`src/rtl/ex_mem_stage_if.sv`:
```
// ex_mem_stage_if: memory-side valid/ready bus of the EX/MEM stage
interface ex_mem_stage_if #(
  parameter int XLEN       = 64,
  parameter int REG_ADDR_W = 5
);
  logic                  mem_valid;
  logic                  mem_ready;
  logic [XLEN-1:0]       mem_addr;
  logic [XLEN-1:0]       mem_store_data;
  logic [7:0]            mem_be;
  logic [REG_ADDR_W-1:0] mem_rd;
  logic                  mem_reg_write;
  logic                  mem_read;
  logic                  mem_write;
  logic                  mem_misaligned;
  modport master (
    output mem_valid, mem_addr, mem_store_data, mem_be, mem_rd,
           mem_reg_write, mem_read, mem_write, mem_misaligned,
    input  mem_ready
  );
  modport slave (
    input  mem_valid, mem_addr, mem_store_data, mem_be, mem_rd,
           mem_reg_write, mem_read, mem_write, mem_misaligned,
    output mem_ready
  );
endinterface

```
`src/rtl/ex_mem_stage.sv`:
```
// ex_mem_stage: EX/MEM register with branch redirect, store decode and 2-entry skid buffer
module ex_mem_stage #(
  parameter int XLEN       = 64,
  parameter int REG_ADDR_W = 5
) (
  input  logic                  clk,
  input  logic                  rst,
  input  logic                  ex_valid,
  output logic                  ex_ready,
  input  logic [XLEN-1:0]       ex_alu_result,
  input  logic                  ex_alu_zero,
  input  logic [XLEN-1:0]       ex_rs2_data,
  input  logic [REG_ADDR_W-1:0] ex_rd,
  input  logic                  ex_reg_write,
  input  logic                  ex_mem_read,
  input  logic                  ex_mem_write,
  input  logic [1:0]            ex_mem_size,
  input  logic                  ex_is_beq,
  input  logic                  ex_is_bne,
  input  logic [XLEN-1:0]       ex_branch_target,
  input  logic                  flush,
  ex_mem_stage_if.master        mem,
  output logic                  redirect_valid,
  output logic [XLEN-1:0]       redirect_pc,
  output logic                  fwd_valid,
  output logic [REG_ADDR_W-1:0] fwd_rd,
  output logic [XLEN-1:0]       fwd_data
);
  typedef struct packed {
    logic [XLEN-1:0]       addr;
    logic [XLEN-1:0]       data;
    logic [7:0]            be;
    logic [REG_ADDR_W-1:0] rd;
    logic                  reg_write;
    logic                  read;
    logic                  write;
    logic                  mis;
  } entry_t;
  entry_t     main_q, skid_q, in_e;
  logic       main_valid, skid_valid, accept, drain, taken, mis;
  logic [7:0] mask;
  assign ex_ready = !skid_valid;
  assign accept   = ex_valid && ex_ready && !flush;
  assign drain    = main_valid && mem.mem_ready;
  assign taken    = (ex_is_beq && ex_alu_zero) || (ex_is_bne && !ex_alu_zero);
  always_comb begin
    mask = ex_mem_size == 2'd0 ? 8'h01 : ex_mem_size == 2'd1 ? 8'h03 :
           ex_mem_size == 2'd2 ? 8'h0f : 8'hff;
    mis  = (ex_mem_read || ex_mem_write) &&
           (ex_mem_size == 2'd1 ? ex_alu_result[0] :
            ex_mem_size == 2'd2 ? |ex_alu_result[1:0] :
            ex_mem_size == 2'd3 ? |ex_alu_result[2:0] : 1'b0);
    in_e = '{
      addr:      ex_alu_result,
      data:      ex_mem_size == 2'd0 ? {8{ex_rs2_data[7:0]}} :
                 ex_mem_size == 2'd1 ? {4{ex_rs2_data[15:0]}} :
                 ex_mem_size == 2'd2 ? {2{ex_rs2_data[31:0]}} : ex_rs2_data,
      be:        mis ? 8'h00 : mask << ex_alu_result[2:0],
      rd:        ex_rd,
      reg_write: ex_reg_write && !(ex_is_beq || ex_is_bne),
      read:      ex_mem_read && !mis,
      write:     ex_mem_write && !mis,
      mis:       mis
    };
  end
  always_ff @(posedge clk) begin
    if (rst) begin
      main_valid     <= 1'b0;
      skid_valid     <= 1'b0;
      main_q         <= '0;
      skid_q         <= '0;
      redirect_valid <= 1'b0;
      redirect_pc    <= '0;
    end else if (flush) begin
      main_valid     <= 1'b0;
      skid_valid     <= 1'b0;
      redirect_valid <= 1'b0;
    end else begin
      redirect_valid <= accept && taken;
      if (accept && taken) redirect_pc <= ex_branch_target;
      if (drain && skid_valid) begin
        main_q     <= skid_q;
        skid_valid <= 1'b0;
      end else if (accept && (!main_valid || drain)) begin
        main_q     <= in_e;
        main_valid <= 1'b1;
      end else if (drain) begin
        main_valid <= 1'b0;
      end
      // accept is impossible while the skid is full, so it never overwrites
      if (accept && main_valid && !mem.mem_ready) begin
        skid_q     <= in_e;
        skid_valid <= 1'b1;
      end
    end
  end
  assign mem.mem_valid      = main_valid;
  assign mem.mem_addr       = main_q.addr;
  assign mem.mem_store_data = main_q.data;
  assign mem.mem_be         = main_q.be;
  assign mem.mem_rd         = main_q.rd;
  assign mem.mem_reg_write  = main_q.reg_write;
  assign mem.mem_read       = main_q.read;
  assign mem.mem_write      = main_q.write;
  assign mem.mem_misaligned = main_q.mis;
  assign fwd_valid = main_valid && main_q.reg_write && |main_q.rd && !main_q.read && !main_q.mis;
  assign fwd_rd    = main_q.rd;
  assign fwd_data  = main_q.addr;
endmodule

```
`src/flat_wrapper.sv`:
```
// flat-port wrapper written by rule: the top's interface ports become plain ports
module ex_mem_stage_flat 
#(
  parameter int XLEN       = 64,
  parameter int REG_ADDR_W = 5
)
  (clk, rst, ex_valid, ex_ready, ex_alu_result, ex_alu_zero, ex_rs2_data, ex_rd, ex_reg_write, ex_mem_read, ex_mem_write, ex_mem_size, ex_is_beq, ex_is_bne, ex_branch_target, flush, redirect_valid, redirect_pc, fwd_valid, fwd_rd, fwd_data, mem_mem_valid, mem_mem_addr, mem_mem_store_data, mem_mem_be, mem_mem_rd, mem_mem_reg_write, mem_mem_read, mem_mem_write, mem_mem_misaligned, mem_mem_ready);
  ex_mem_stage_if #(.XLEN(XLEN), .REG_ADDR_W(REG_ADDR_W)) mem_i ();
  input  logic clk;
  input  logic rst;
  input  logic ex_valid;
  output logic ex_ready;
  input  logic [XLEN-1:0] ex_alu_result;
  input  logic ex_alu_zero;
  input  logic [XLEN-1:0] ex_rs2_data;
  input  logic [REG_ADDR_W-1:0] ex_rd;
  input  logic ex_reg_write;
  input  logic ex_mem_read;
  input  logic ex_mem_write;
  input  logic [1:0] ex_mem_size;
  input  logic ex_is_beq;
  input  logic ex_is_bne;
  input  logic [XLEN-1:0] ex_branch_target;
  input  logic flush;
  output logic redirect_valid;
  output logic [XLEN-1:0] redirect_pc;
  output logic fwd_valid;
  output logic [REG_ADDR_W-1:0] fwd_rd;
  output logic [XLEN-1:0] fwd_data;
  output wire logic [$bits(mem_i.mem_valid)-1:0] mem_mem_valid;
  output wire logic [$bits(mem_i.mem_addr)-1:0] mem_mem_addr;
  output wire logic [$bits(mem_i.mem_store_data)-1:0] mem_mem_store_data;
  output wire logic [$bits(mem_i.mem_be)-1:0] mem_mem_be;
  output wire logic [$bits(mem_i.mem_rd)-1:0] mem_mem_rd;
  output wire logic [$bits(mem_i.mem_reg_write)-1:0] mem_mem_reg_write;
  output wire logic [$bits(mem_i.mem_read)-1:0] mem_mem_read;
  output wire logic [$bits(mem_i.mem_write)-1:0] mem_mem_write;
  output wire logic [$bits(mem_i.mem_misaligned)-1:0] mem_mem_misaligned;
  input wire logic [$bits(mem_i.mem_ready)-1:0] mem_mem_ready;
  assign mem_mem_valid = mem_i.mem_valid;
  assign mem_mem_addr = mem_i.mem_addr;
  assign mem_mem_store_data = mem_i.mem_store_data;
  assign mem_mem_be = mem_i.mem_be;
  assign mem_mem_rd = mem_i.mem_rd;
  assign mem_mem_reg_write = mem_i.mem_reg_write;
  assign mem_mem_read = mem_i.mem_read;
  assign mem_mem_write = mem_i.mem_write;
  assign mem_mem_misaligned = mem_i.mem_misaligned;
  assign mem_i.mem_ready = mem_mem_ready;
  ex_mem_stage #(.XLEN(XLEN), .REG_ADDR_W(REG_ADDR_W)) u_core (.clk(clk), .rst(rst), .ex_valid(ex_valid), .ex_ready(ex_ready), .ex_alu_result(ex_alu_result), .ex_alu_zero(ex_alu_zero), .ex_rs2_data(ex_rs2_data), .ex_rd(ex_rd), .ex_reg_write(ex_reg_write), .ex_mem_read(ex_mem_read), .ex_mem_write(ex_mem_write), .ex_mem_size(ex_mem_size), .ex_is_beq(ex_is_beq), .ex_is_bne(ex_is_bne), .ex_branch_target(ex_branch_target), .flush(flush), .mem(mem_i), .redirect_valid(redirect_valid), .redirect_pc(redirect_pc), .fwd_valid(fwd_valid), .fwd_rd(fwd_rd), .fwd_data(fwd_data));
endmodule
```
`config.mk`:
```
export PLATFORM = sky130hd
export DESIGN_NAME = ex_mem_stage_flat
export DESIGN_NICKNAME = d
export VERILOG_FILES = /design/src/rtl/ex_mem_stage_if.sv /design/src/rtl/ex_mem_stage.sv /design/src/flat_wrapper.sv
export SDC_FILE = /design/constraint.sdc
export NUM_CORES = 1
export LEC_CHECK = 0
export CAP_MARGIN = 20
export CORE_MARGIN = 2
export CORE_UTILIZATION = 39
export CTS_CLUSTER_DIAMETER = 100
export CTS_CLUSTER_SIZE = 30
export DETAILED_ROUTE_END_ITERATION = 8
export GPL_ROUTABILITY_DRIVEN = 1
export PLACE_DENSITY = 0.67
export SETUP_SLACK_MARGIN = 0.5
export SLEW_MARGIN = 20
export SYNTH_ARGS = -nofsm -noshare
export SYNTH_HDL_FRONTEND = slang
export SYNTH_SLANG_ARGS = --single-unit
```
`constraint.sdc`:
```
create_clock -name clk -period 1.9 [get_ports clk]
set_clock_uncertainty 0.1 [all_clocks]
set_input_delay 0.38 -clock clk [delete_from_list [all_inputs] [get_ports clk]]
set_output_delay 0.38 -clock clk [all_outputs]
set_load 0.05 [all_outputs]
```
==> impl_metrics.ini, run 1 <==
[detailed_routing]
drtIter0Drc = 1644
via_count = 18067
detail_route.wl_per_cell_um = 24.7
finalWirelength_um = 76700
vias_per_cell = 5.82
final_antenna_net_count = 0
drc = 0
dr.pass1.iters = 5

[floorplanning]
die_area_um2 = 41400
die_y_um = 203
initial_core_util = 0.393
ios = 492
fp-row-count = 73
die_x_um = 203
core_um2 = 39500

[final_layout]
n_fill_cell = 2403
final_nets = 2785
areaGrowthSynthToFinish_pct = 89.6
drive_gt1_frac = 0.504
fin_util = 0.745

[timing]
timing.hold.ws_ns = 0.125
tns_ns = -2.95
fin_crit_sh = 1.56
rsz0062_at_grt = true
fin_ws_ns = -1.07
max_freq_mhz = 336
min_period_ns = 2.97
slew_headroom = 0.308
hold_violations = 0
slew_viol_final = 0
worstMarginPinSlew_ns = 1.04
setup_violations = 31

[cts]
ctsRootBufferMaster = clkbuf_16
cts_tree = built
htreeDepth = 1
insertion_delay_ns = 0.55
hold_buffers = 0
clkTransAtPathRegs_ns = 0.12
clock-sinks = 357
clock_path_buffers = 3
cts_made_buffers = 16

[outcome]
violations = negative setup slack
status = finished, violations left

[hold_path]
hold_path_class = primary input to flip-flop
min_to = u_core.skid_q[87]$_SDFFE_PP0P_
hold_start = rst
hold_depth = 2

[global_route]
top_usage_layer = met2
grt_util_met1 = 0.358
grt_max_degree = 78
track_usage = 0.292
grt_pass1_vias = 16425
antenna_found_initial = 3
grt_overflow = 0
met2_usage = 0.502
use_met3 = 0.0596
grt_first_pass_wirelength_um = 95600

[synth]
syn_inst = 1947
ys.flop_type = dfxtp_1
synth_warnings = 0
synth_top_area_cell = dfxtp_1
syn_nets = 2157
ys_ff_latch = 357
synthTopCellsByCount = nand2_1, dfxtp_1, a21oi_1
yosysMostFrequentCell = nand2_1
synth-edff-count = 0
synth_area_leaders = dfxtp_1, nand2_1, a21oi_1, a311oi_1, buf_4
synth.top_cell.area_share = 0.461
syn_area_um2 = 15500
ys_seq_area_frac = 0.461
synth_cell_type_count = 53
avgSynthCellArea_um2 = 7.97
async_flop_share = 0

[worst_setup_path]
start_kind = flip-flop
end_kind = flip-flop
crit_type = flip-flop to flip-flop
r2r-start = u_core.mem.mem_valid$_SDFFE_PP0P_
critPathRequiredTime_ns = 2.15
r2r_slack_ns = -1.07
rr_worst_depth = 9
cp.arrival_ns = 3.22
timing.rr.end = u_core.fwd_data[32]$_SDFFE_PP0P_
critPathMaxFanout = 14

[power_and_ir_drop]
leakage_nw = 11.8
irDropWorstVdd_v = 0.000603
p_total_mw = 17.9
p_per_area_nw_per_um2 = 607

[placement]
port_buffers = 491
gp_congestion = 0.895
dpl.hpwl_um = 36700
dp_slack_ns = -0.351

[flow_run]
max_cap_violations = 0
==> flip-flops by register name, indices dropped and copies added (netlist names) <==
register,flops
u_core.skid_valid,1
u_core.mem.mem_read,1
u_core.mem.mem_store_data,64
u_core.redirect_valid,1
u_core.fwd_data,64
u_core.redirect_pc,64
u_core.mem.mem_write,1
u_core.mem.mem_reg_write,1
u_core.skid_q,145
u_core.mem.mem_be,8
u_core.fwd_rd,5
u_core.mem.mem_misaligned,1
u_core.mem.mem_valid,1
==> per-layer routing <==
metal / up-vias / share of wire
li1: 7858 / -
met1: 8722 / 0.37
met2: 1150 / 0.48
met3: 335 / 0.089
met4: 2 / 0.060
met5: - / 0.00017
==> per-stage QoR <==
stage | instances | area [um^2]
after global placement | 2882 | 20900
after global routing | 3105 | 29400
after detailed placement | 2882 | 20900
after CTS | 3049 | 26100
final | 3106 | 29400
after floorplan | 1947 | 16100
==> kinds of logic (layout without fill, tap and decap cells) <==
logic type	Yosys count	in the layout	synth area share
muxes	65	65	0.0420
AOI/OAI and AO/OA	463	463	0.197
other	0	1	0
and+or+nand+nor	811	812	0.207
DFF	357	357	0.461
xor gates and xnor gates	1	1	0.000565
buffers and inverters	250	882	0.0924
==> cells in the final DEF (no fill, tap or decap), types with 5 or more instances in the layout <==
master,synthesis,routed
o21ai_0,7,6
dfxtp_2,0,21
a211o_1,24,24
nor2_1,176,64
nor2b_1,8,8
a21oi_2,0,86
buf_12,0,79
o211ai_1,12,12
a211oi_2,1,51
buf_6,9,39
clkdlybuf4s50_1,0,205
buf_8,0,137
nand2_4,0,123
mux2i_1,64,57
nand2_2,0,62
a311oi_1,89,8
nor3b_1,8,8
a221o_1,8,8
nand2_1,572,387
buf_16,0,68
a21oi_4,0,9
nor3_1,14,13
dfxtp_4,0,53
a311oi_2,2,83
a21oi_1,236,141
mux2i_2,0,7
nor2_4,1,60
dfxtp_1,357,283
a211oi_1,67,12
a211oi_4,0,5
inv_1,7,6
buf_4,97,295
clkbuf_16,0,42
nor2_2,1,54
==> power breakdown <==
| part | internal (mW) | total, mW | leakage [nW] | switching [mW] |
|---|---|---|---|---|
| sequential | 7.76 | 8.09 | 2.95 | 0.332 |
| combinational | 2.29 | 5.29 | 8.64 | 3.01 |
| clock | 1.83 | 4.47 | 0.243 | 2.64 |
| total | 11.9 | 17.9 | 11.8 | 5.98 |
==> final cells by class <==
cell class | count | area [um^2] | area share
timing repair buffer | 851 | 10900 | 0.369
multi-input combinational | 1341 | 9980 | 0.339
sequential | 357 | 7370 | 0.251
tap | 525 | 657 | 0.0223
clock buffer | 19 | 433 | 0.0147
clock inverter | 4 | 66.3 | 0.00226
inverter | 8 | 37.5 | 0.00128
antenna | 1 | 2.50 | 0.0000851
==> worst max-delay path by stage <==
| stage | slack, ns | endpoint | start | cells after the start |
|---|---|---|---|---|
| final | -1.07 | u_core.fwd_data[32]$_SDFFE_PP0P_ | u_core.mem.mem_valid$_SDFFE_PP0P_ | 9 |
| after global routing | -1.00 | u_core.fwd_data[32]$_SDFFE_PP0P_ | u_core.mem.mem_valid$_SDFFE_PP0P_ | 9 |
| after CTS | -0.38 | fwd_valid | u_core.fwd_rd[1]$_SDFFE_PP0P_ | 4 |
| after detailed placement | -0.35 | u_core.fwd_data[24]$_SDFFE_PP0P_ | flush | 7 |
| after global placement | -0.27 | u_core.skid_q[135]$_SDFFE_PP0P_ | flush | 7 |
| after floorplan | 0.19 | fwd_valid | u_core.mem.mem_valid$_SDFFE_PP0P_ | 3 |
==> what timing repair did <==
| action | CTS | global route |
|---|---|---|
| setup buffers | 84 | 27 |
| pin swaps | 95 | 294 |
| cloned | 60 | 29 |
| gates resized for setup | 647 | 605 |
| endpoints found under the setup margin | 638 | 638 |
==> worst max-delay path, stage by stage, from the launching register on <==
cell	delay, ns
dfxtp_4	0.37
buf_8	0.10
buf_6	0.10
buf_6	0.11
and3_4	0.28
buf_4	0.14
buf_6	0.09
buf_16	0.15
nand2_1	0.33
a311oi_2	1.00
Power figures use the tool's default switching activity.
==> run 2: changes to the inputs <==
--- a/config.mk
+++ b/config.mk
@@ -5,7 +5,6 @@
 export SDC_FILE = /design/constraint.sdc
 export NUM_CORES = 1
 export LEC_CHECK = 0
-export CAP_MARGIN = 20
 export CORE_MARGIN = 2
 export CORE_UTILIZATION = 39
 export CTS_CLUSTER_DIAMETER = 100
==> results of run 2 <==
Final layout, timing and power as in run 1 (identical DEF).
==> RTL edit: new RTL, flow settings as in run 2 <==
`REG_ADDR_W` is set to 5 in 3 places; all go to 4.
--- a/src/rtl/ex_mem_stage_if.sv
+++ b/src/rtl/ex_mem_stage_if.sv
@@ -2,5 +2,5 @@
 interface ex_mem_stage_if #(
   parameter int XLEN       = 64,
-  parameter int REG_ADDR_W = 5
+  parameter int REG_ADDR_W = 4
 );
   logic                  mem_valid;
--- a/src/rtl/ex_mem_stage.sv
+++ b/src/rtl/ex_mem_stage.sv
@@ -2,5 +2,5 @@
 module ex_mem_stage #(
   parameter int XLEN       = 64,
-  parameter int REG_ADDR_W = 5
+  parameter int REG_ADDR_W = 4
 ) (
   input  logic                  clk,
--- a/src/flat_wrapper.sv
+++ b/src/flat_wrapper.sv
@@ -3,5 +3,5 @@
 #(
   parameter int XLEN       = 64,
-  parameter int REG_ADDR_W = 5
+  parameter int REG_ADDR_W = 4
 )
   (clk, rst, ex_valid, ex_ready, ex_alu_result, ex_alu_zero, ex_rs2_data, ex_rd, ex_reg_write, ex_mem_read, ex_mem_write, ex_mem_size, ex_is_beq, ex_is_bne, ex_branch_target, flush, redirect_valid, redirect_pc, fwd_valid, fwd_rd, fwd_data, mem_mem_valid, mem_mem_addr, mem_mem_store_data, mem_mem_be, mem_mem_rd, mem_mem_reg_write, mem_mem_read, mem_mem_write, mem_mem_misaligned, mem_mem_ready);
Ports: changed (resized ex_rd, fwd_rd and mem_mem_rd); port bits go from 492 to 489. No check against the original RTL was run, so the function may have changed too.
==> RTL edit against run 2 <==
- cell area shrank 3.0%
- sequential share of layout area is 0.26 points higher
- critical path depth is 5 lower
- setup slack gained 0.91 ns
- the run still ends with setup timing left
- first-iteration DRC count fell by 32%
- register-to-register slack improved by 0.94 ns
- global-route usage shrank 0.94 points
- die area rose by 0.54%
- sequential cell count is 2 lower
- area after synthesis increased by 0.55%
- power fell by 3.0%
- largest cell class unchanged
- wire length shrank 11%
==> RTL edit: results (changes against run 2) <==
* Outcome: finished with violations
* Failing checks: setup timing
* DRT iter0 DRCs at 1118 (-32%)
* Reg with most FFs: u_core.skid_q
* Synthesis Warnings at 0 (unchanged)
* PostCTS Resize Cnt at 519 (-20%)
* Routed wire length per instance at 22.1 um (-11%)
* Leak Pwr at 11.5 nW (-3.0%)
* Gpl congestion at 0.929 (+3.8%)
* Place WS at -0.345 ns (+0.00543 ns)
* GR Util All Layers at 0.282 (-0.00935)
* Area after DPL at 0.0211 sq mm (+0.83%)
* Iteration count of the initial detailed-routing pass at 5 (unchanged)
* Worst Tran Pin Value at 0.545 ns (-0.493 ns)
* Vias in the first global route at 16279 (-0.89%)
* CTS buffer count at 16 (unchanged)
* # Post-CTS Setup Buffers at 100 (+19%)
* Fin nets at 2781 (-0.14%)
* Sequential area share after synthesis at 0.456 (-0.00508)
* Drt total wl at 68.6 mm (-11%)
* P_sw at 5.79 mW (-3.2%)
* Post-DP HPWL at 38.1 mm (+3.8%)
* Total number of vias at 17248 (-4.5%)
* Share of cells above drive strength 1 at 0.503 (-0.00135)
* Max FO, Critical Path at 2 (-12)
* PortBufs at 488 (-0.61%)
* Reg power frac at 0.463 (+0.010)
* CTS root buffer: clkbuf_16
* Hold WC Path Type: primary input to flop
* Initial antenna violation count at 5 (+2)
* Post-route setup slack at -0.160 ns (+0.912 ns)
* Combinational share of power at 0.289 (-0.008)
* Setup violators final at 115 (+270%)
* Clock Latency Late Sink at 0.53 ns (-0.02 ns)
* Critical Path Max Stage Delay at 0.38 ns (-0.62 ns)
* FILL cells at 2734 (+14%)
* Largest delay contributor family on the critical path: flip-flops
* Ranking of synthesized cells by area: dfxtp_1 (46%), nand2_1 (14%), a21oi_1 (7.5%)
* Final core utilization at 0.720 (-0.0256)
* Synth unique cells at 50 (-5.7%)
* Clock buffer depth at 3 (unchanged)
* Htree depth at 1 (unchanged)
* Final Hold Fails at 0 (unchanged)
* Cells after Synth at 1933 (-0.72%)
* Cell at the slowest stage of the critical path: dfxtp_4
* Clk slew on worst S/H paths at 0.11 ns
* Most instantiated cells after synthesis: nand2_1 (568), dfxtp_1 (355), a21oi_1 (235)
* Async set-reset flop share out of synthesis at 0 (unchanged)
* Dpl cells at 2885 (+0.10%)
* Largest net degree at the start of global routing at 78 (unchanged)
* Max reg flops at 144 (-0.69%)
* First-pass GRT wire length at 92.7 mm (-3.0%)
* Syn_nets at 2142 (-0.70%)
* Worst vdd ir at 0.608 mV (+0.83%)
[RTL edit: changes by cell type in the layout (fill, tap and decap cells not counted), moves of 14 or more]
cell	delta
dfxtp_4	-22
a21oi_2	+52
buf_16	-19
dfxtp_2	-18
buf_4	+85
dfxtp_1	+38
buf_8	-71
nor2_2	-14
a21oi_1	-46
[RTL edit: metal layers]
layer | GRT usage | vias up | share of wire | routed length (um)
li1 | - | 7840 | - | -
met1 | 0.360 | 8408 | 0.39 | 27100
met2 | 0.478 | 824 | 0.49 | 33700
met3 | 0.0510 | 176 | 0.074 | 5070
met4 | 0.101 | 0 | 0.040 | 2760
met5 | 0 | - | 0 | 0
[RTL edit: logic make-up after synthesis]
family          synth area share
flops                      0.456
mux                       0.0418
compound gates             0.209
buf+inv                   0.0885
simple gates               0.204
xor+xnor                0.000562
[RTL edit: final cells by class]
type                    instances  area share
repair buffers                859       0.354
diodes                          5    0.000439
clock buffers                  20      0.0153
flip-flops and latches        355       0.253
clock inverters                 3     0.00171
multi-input cells            1332       0.351
well taps                     525      0.0230
inverters                       8     0.00118
[RTL edit: path summary, 6_finish.rpt]
| check | start | to | slack [ns] | cells after the start |
|---|---|---|---|---|
| max | u_core.fwd_rd[2] | fwd_valid | -0.16 | 4 |
| min | rst | u_core.skid_q[8] | 0.09 | 2 |
| max reg2reg | u_core.mem.mem_valid | u_core.fwd_data[30] | -0.13 | 11 |
| min reg2reg | u_core.redirect_pc[43] | u_core.redirect_pc[43] | 0.36 | 2 |
[RTL edit: per-stage QoR]
step / setup TNS (ns) / power (mW) / hold WS (ns)
floorplan: 0 / 10.5 / 0.336
global placement: -63.04 / 11.9 / 0.341
detailed placement: -76.52 / 12.0 / 0.347
CTS: -2.58 / 16.8 / 0.0578
global route: -11.49 / 17.8 / 0.0888
finish: -5.21 / 17.3 / 0.0937
